### config.mk
export PLATFORM = sky130hd
export DESIGN_NAME = imm_gen_pipe
export DESIGN_NICKNAME = d
export VERILOG_FILES = /design/src/rtl/imm_gen_pipe.sv
export SDC_FILE = /design/constraint.sdc
export NUM_CORES = 1
export LEC_CHECK = 0
export ABC_AREA = 1
export BUFFER_PORTS_ARGS = -buffer_cell sky130_fd_sc_hd__buf_2
export CAP_MARGIN = 20
export CORE_MARGIN = 4
export CORE_UTILIZATION = 51
export CTS_BUF_LIST = sky130_fd_sc_hd__clkbuf_2
export DETAILED_ROUTE_END_ITERATION = 10
export PLACE_DENSITY = 0.83
export REMOVE_ABC_BUFFERS = 1
export SETUP_SLACK_MARGIN = 0.5
export SYNTH_ARGS = -nofsm -noshare
export SYNTH_HDL_FRONTEND = slang
export SYNTH_SLANG_ARGS = --single-unit
### constraint.sdc
create_clock -name clk -period 1.35 [get_ports clk]
set_input_delay 0.27 -clock clk [delete_from_list [all_inputs] [get_ports clk]]
set_output_delay 0.27 -clock clk [all_outputs]
set_load 0.005 [all_outputs]
### src/rtl/imm_gen_pipe.sv
// imm_gen_pipe: registered RISC-V immediate generator, valid/ready in and out.
// Decodes instr[31:7] by immsrc into an XLEN immediate, STAGES deep, tag passed through.
//   clk, rst        clock, synchronous active-high reset
//   flush           drop every in-flight entry and any request this cycle
//   in_valid/ready  request handshake; instr[31:7], immsrc, in_tag sampled on transfer
//   out_valid/ready result handshake; imm, imm_err, out_tag held while stalled
module imm_gen_pipe #(
  parameter int XLEN   = 32,
  parameter int STAGES = 1,
  parameter int TAG_W  = 4
) (
  input  logic             clk,
  input  logic             rst,
  input  logic             flush,
  input  logic             in_valid,
  output logic             in_ready,
  input  logic [24:0]      instr,
  input  logic [2:0]       immsrc,
  input  logic [TAG_W-1:0] in_tag,
  output logic             out_valid,
  input  logic             out_ready,
  output logic [XLEN-1:0]  imm,
  output logic             imm_err,
  output logic [TAG_W-1:0] out_tag
);

  localparam logic [2:0] IMM_I  = 3'd0;
  localparam logic [2:0] IMM_S  = 3'd1;
  localparam logic [2:0] IMM_B  = 3'd2;
  localparam logic [2:0] IMM_J  = 3'd3;
  localparam logic [2:0] IMM_U  = 3'd4;
  localparam logic [2:0] IMM_Z  = 3'd5;
  localparam logic [2:0] IMM_SH = 3'd6;

  if (!(XLEN == 32 || XLEN == 64)) begin : g_bad_xlen
    $error("imm_gen_pipe: XLEN must be 32 or 64");
  end
  if (!(STAGES == 1 || STAGES == 2)) begin : g_bad_stages
    $error("imm_gen_pipe: STAGES must be 1 or 2");
  end

  typedef struct packed {
    logic [XLEN-1:0]  val;
    logic             err;
    logic [TAG_W-1:0] tag;
  } ent_t;

  // Index the field with real instruction bit numbers.
  logic [31:7] ir;
  assign ir = instr;

  ent_t dec;

  always_comb begin
    dec     = '0;
    dec.tag = in_tag;
    // Sign fill first; each format overwrites its low bits.
    dec.val = {XLEN{ir[31]}};
    unique case (immsrc)
      IMM_I:  dec.val[11:0] = ir[31:20];
      IMM_S:  dec.val[11:0] = {ir[31:25], ir[11:7]};
      IMM_B:  dec.val[12:0] = {ir[31], ir[7], ir[30:25],
                               ir[11:8], 1'b0};
      IMM_J:  dec.val[20:0] = {ir[31], ir[19:12], ir[20],
                               ir[30:21], 1'b0};
      IMM_U:  dec.val[31:0] = {ir[31:12], 12'b0};
      IMM_Z: begin
        dec.val      = '0;
        dec.val[4:0] = ir[19:15];
      end
      IMM_SH: begin
        dec.val      = '0;
        dec.val[4:0] = ir[24:20];
        if (XLEN == 64) dec.val[5] = ir[25];
      end
      default: begin
        dec.val = '0;
        dec.err = 1'b1;
      end
    endcase
  end

  logic [STAGES-1:0] v_q, v_d, mv, ld;
  ent_t              e_q [STAGES];
  ent_t              e_d [STAGES];

  always_comb begin
    mv = '0;
    ld = '0;
    // A stage moves when its successor is empty or itself
    // moves; this also collapses bubbles ahead of a stall.
    mv[STAGES-1] = v_q[STAGES-1] & out_ready;
    for (int k = STAGES - 2; k >= 0; k--) begin
      mv[k] = v_q[k] & (~v_q[k+1] | mv[k+1]);
    end
    in_ready = ~rst & (flush | ~v_q[0] | mv[0]);
    ld[0] = in_valid & in_ready & ~flush;
    for (int k = 1; k < STAGES; k++) begin
      ld[k] = mv[k-1] & ~flush;
    end
    for (int k = 0; k < STAGES; k++) begin
      v_d[k] = ld[k] | (v_q[k] & ~mv[k]);
    end
    if (flush) v_d = '0;
    e_d[0] = ld[0] ? dec : e_q[0];
    for (int k = 1; k < STAGES; k++) begin
      e_d[k] = ld[k] ? e_q[k-1] : e_q[k];
    end
  end

  always_ff @(posedge clk) begin
    if (rst) begin
      v_q <= '0;
      for (int k = 0; k < STAGES; k++) e_q[k] <= '0;
    end else begin
      v_q <= v_d;
      for (int k = 0; k < STAGES; k++) e_q[k] <= e_d[k];
    end
  end

  assign out_valid = v_q[STAGES-1];
  assign imm       = e_q[STAGES-1].val;
  assign imm_err   = e_q[STAGES-1].err;
  assign out_tag   = e_q[STAGES-1].tag;

endmodule

* After elaboration in Yosys (flattened, before gate mapping) *
Memories as Yosys holds them, arrays and structs flattened.
Cells that the tools add are included.
W data, S select, Z words.

word-level totals
  memory bits (writable) = 37
  output and inout bits = 39
  register bits after elaboration = 1
  input port bits = 37
  memories = 1
  word-level logic and storage cells = 38

cells by class
  mux-type cells = 11
  reductions and logical operators = 7
  bitwise operators = 12
  eq/ne operators = 6

memories
  name  depth  width  rd ports  clocked after memory_dff  write ports  RTL line  source
  e_q   1      37     1         0                         1            84        ent_t e_q [STAGES];

operators with widths
  cell                  number
  $mux W37              2
  $pmux W12 S6          1
  $reduce_or A37 Y1     1
  $pmux W8 S3           1
  $pmux W11 S2          1
  $eq A3 B3 Y1 const B  3
  $reduce_or A7 Y1      1
  $eq A3 B2 Y1 const B  2
  $and A1 B1 Y1         5
  $mux W1               5
  $not A1 Y1            4
  $reduce_or A2 Y1      2
  $reduce_or A4 Y1      1
  $eq A3 B1 Y1 const B  1
  $logic_not A3 Y1      1
  $or A1 B1 Y1          3
  $reduce_or A3 Y1      1
  $pmux W1 S2           1

* Logic depth before layout (Yosys ltp) *
  depth after elaboration = 8
  mapped depth = 9
  mapped depth without buffers = 8

* Worst setup path after synthesis *
OpenSTA, ideal clock, no wires.

  path kind = input port to output port
  start point = in rst
  end point = out in_ready
  stages = 5
  buffers on the path = 2
  arrival time = 949 ps
  data required time = 1080 ps
  slack = 131 ps
  cells stage by stage = buf_2 > inv_2 > buf_1 > nand2_1 > inv_1

on the way
  cells in the longest elaborated chain, start to end = 2

RTL lines
  element          RTL line  source
  start, declared  13        input logic rst,
  $not A1 Y1       96        in_ready = ~rst & (flush | ~v_q[0] | mv[0]);
  $and A1 B1 Y1    96
  end, declared    16        output logic in_ready,

No other way between the ends.

* Worst setup path after layout *
  start point = reg v_q (netlist: out_valid)
  end point = out in_ready

on the way
  cells in the longest elaborated chain, start to end = 4
  elaborated cells on any way between the ends = 5
  classes of those cells = bitwise: 5

RTL lines
  element                 RTL line  source
  start, declared         83        logic [STAGES-1:0] v_q, v_d, mv, ld;
  start signal, assigned  116       v_q <= v_d;
  $not A1 Y1              96
  $or A1 B1 Y1            96
  $or A1 B1 Y1 (*)        96
  $and A1 B1 Y1 (*)       96

Mark *: on every way between the ends. The rest lies on a longest branch, timed or not.

==> run summary <==
Utilization after layout: 0.758
Worst Path Arrival: 1.11 ns
Clock buffer depth: 2
DR iter-0 viols: 157
Combinational share of power: 0.182
H-tree Lvls: 2
Power per Cell Area: 917 nW/µm²
Status: complete, but fails checks
Final Cycle Share: 1.02
Sink Count: 38
Crit path buf inv count: 2
Nets: 395
Post-route cell area: 2820 µm²
CORE AREA: 3720 µm²
Kind of critical path: reg -> out
Flop pwr share: 0.463
Worst EP required: 1.08 ns
CTS clock-pin slew for the worst setup and hold paths: 0.22 ns
Flop-to-flop setup slack: 0.05 ns
Post-synth top cells: 84 x nand2_1, 38 x dfxtp_1, 37 x nand3_1
Antenna Cells: 0
Final Setup Violations: 1
Max_cap viols: 0
Routed len/inst: 14.9 µm
# fillers: 280
Worst path max stage delay: 0.37 ns
Worst r2r dst: e_q[0][26]
Critical-path top delay cell: dfxtp_2
Worst min path class: in -> reg
TritonCTS buffer count: 5
Starting density of the core: 0.538
Failing checks: negative setup slack
GRT Resource Usage Total: 0.248
Distinct cells, synth: 25
Syn Inst Count: 268
DRC viols: 0
Drt first pass iters: 6
Ys flop type: dfxtp_1
RR Startpoint: out_valid
Share of cells above drive strength 1: 0.479
Pint: 1880 µW
Final Power: 2580 µW
Mean Syn Cell Area: 7.46 µm²
Worst skew pair latency: 0.42 ns
Final TNS setup: -0.0328 ns
PortBufs: 75
Placement-stage cell area: 2410 µm²
CTS tree: done
Min cycle time layout: 1.38 ns
Vias: 2,230
Die area: 4990 µm²
Switch share: 0.273
Largest net degree at the start of global routing: 24
Post-synth EDFFs: 0
Max Freq: 0.723 GHz
Die H: 70.6 µm
Initial antenna violation count: 0
Top post-synthesis cells by area: dfxtp_1 38%, nand2_1 16%, nand3_1 9.3%, nand4_1 5.3%, a21oi_2 5.3%
Leading area contributor after synthesis: dfxtp_1
Final hold violations: 0
Worst slew pin tran: 0.329 ns
Ys async rst share: 0
HPWL after detailed placement: 3.80 mm
Cell with the most instances after synthesis: nand2_1
Vias in the first global route: 2,067
Hold path start: in_tag[1]
Cell Rows: 22
Worst slew margin: 0.781
Vias per cell: 5.48
Switching Power: 706 µW
Fin Clk Skew: 0.0143 ns
Total congestion overflow: 0
Hold path depth: 3
WL final: 6.08 mm
ANT nets after route: 0
VDD IR max: 0.535 mV
RSZ-0062 raised after global routing: yes
Family with the most delay on the worst path: flip-flops
First-pass GRT wire length: 9.98 mm
CP Launch Type: flip-flop
WHS Endpoint: e_q[0][1]
Hold Slack: 0.0244 ns
CP Max Fanout: 2
Reg2reg path depth: 7
Ports: 76
Area share of the largest cell type after synthesis: 0.380
Register bit total from synthesis: 38
Synth warnings: 0
Crit-path cells: nand3b_1 > nand2_1 > inv_1 > buf_2
Cell area after synthesis: 2000 µm²
Crit. End Element: primary output
Clock share of power: 0.356
Worst setup margin: -0.0328 ns
Root buf cell: clkbuf_2
Placer Congestion: 0.873
Final max-slew violation count: 0
Synth-to-Final Area Change: 40.8%
Leak: 0.00142 µW
Die width: 70.6 µm
Sequential-to-total area share from yosys stat: 0.380
-- layout by cell type, fill, tap and decap left out, drive strengths merged --
cell / instances
o21ai: 6
nand4: 17
a21oi: 23
buf: 98
nor2: 9
nand2: 85
inv: 17
o211a: 10
bufinv: 2
o211ai: 2
nand3b: 1
clkbuf: 5
nand3: 38
dfxtp: 38
clkinv: 8
-- power groups by stage --
stage | combinational [µW] | sequential (µW) | clock [µW]
3_5_place_dp | 398 | 1210 | 0
2_1_floorplan | 170 | 1210 | 0
5_1_grt | 517 | 1200 | 981
6_report | 469 | 1190 | 919
4_1_cts | 448 | 1190 | 921
3_3_place_gp | 389 | 1210 | 0
-- flip-flops by register name (all words and copies together) (netlist names) --
signal     flops
e_q           37
out_valid      1
-- final cells by class --
type / count / area [µm²] / share of cell area
tap: 48 / 60.1 / 0.0213
clock inverter: 3 / 68.8 / 0.0244
sequential: 38 / 808 / 0.287
clock buffer: 5 / 25.0 / 0.00889
multi-input combinational: 191 / 1020 / 0.361
timing repair inverter: 5 / 95.1 / 0.0338
timing repair buffer: 98 / 658 / 0.234
inverter: 19 / 83.8 / 0.0298
-- cells by family (layout without fill, tap and decap cells) --
group | after synthesis | after routing | share of synthesized area
buffers and inverters | 39 | 130 | 0.115
AO/OA/AOI/OAI | 41 | 41 | 0.158
flip-flops | 38 | 38 | 0.380
AND/OR/NAND/NOR | 150 | 150 | 0.346
-- metal layers --
layer,routed length (µm),up-vias,part of all wire,global-route usage
met5,0,-,0,0
met4,93,0,0.015,0.0626
met3,448,11,0.074,0.0625
met2,3050,88,0.50,0.422
met1,2480,1050,0.41,0.314
li1,-,1081,-,-
-- metrics by stage --
step / instances / worst slack [ns]
floorplan: 248 / 0.00200
CTS: 404 / -0.0173
global placement: 386 / -0.0175
global route: 407 / -0.158
detailed placement: 386 / -0.0783
finish: 407 / -0.0328
-- worst max-delay path by stage --
stage | cells past startpoint | endpoint | from | slack, ns
final | 4 | in_ready | out_valid | -0.03
after global routing | 4 | in_ready | out_valid | -0.16
after CTS | 4 | in_ready | out_valid | -0.02
after detailed placement | 5 | e_q[0][34] | flush | -0.08
after global placement | 5 | e_q[0][29] | flush | -0.02
after floorplan | 4 | e_q[0][26] | flush | 0.002
-- timing repair --
action	CTS	global route
cloned	5	0
resized for setup	54	8
pin swaps	1	0
buffers inserted	5	3
setup endpoints to repair	77	77
endpoints found under the hold margin	0	0
hold buffers	0	0
-- worst register-to-register path, cell delays in order, from the launching register on --
cell and delay [ns]:
dfxtp_2 0.37, nand3b_1 0.10, buf_4 0.17, nand3_4 0.10, buf_12 0.21, clkinv_8 0.10
nand3_1 0.08, o211a_1 0.13
Power figures use the tool's default switching activity.
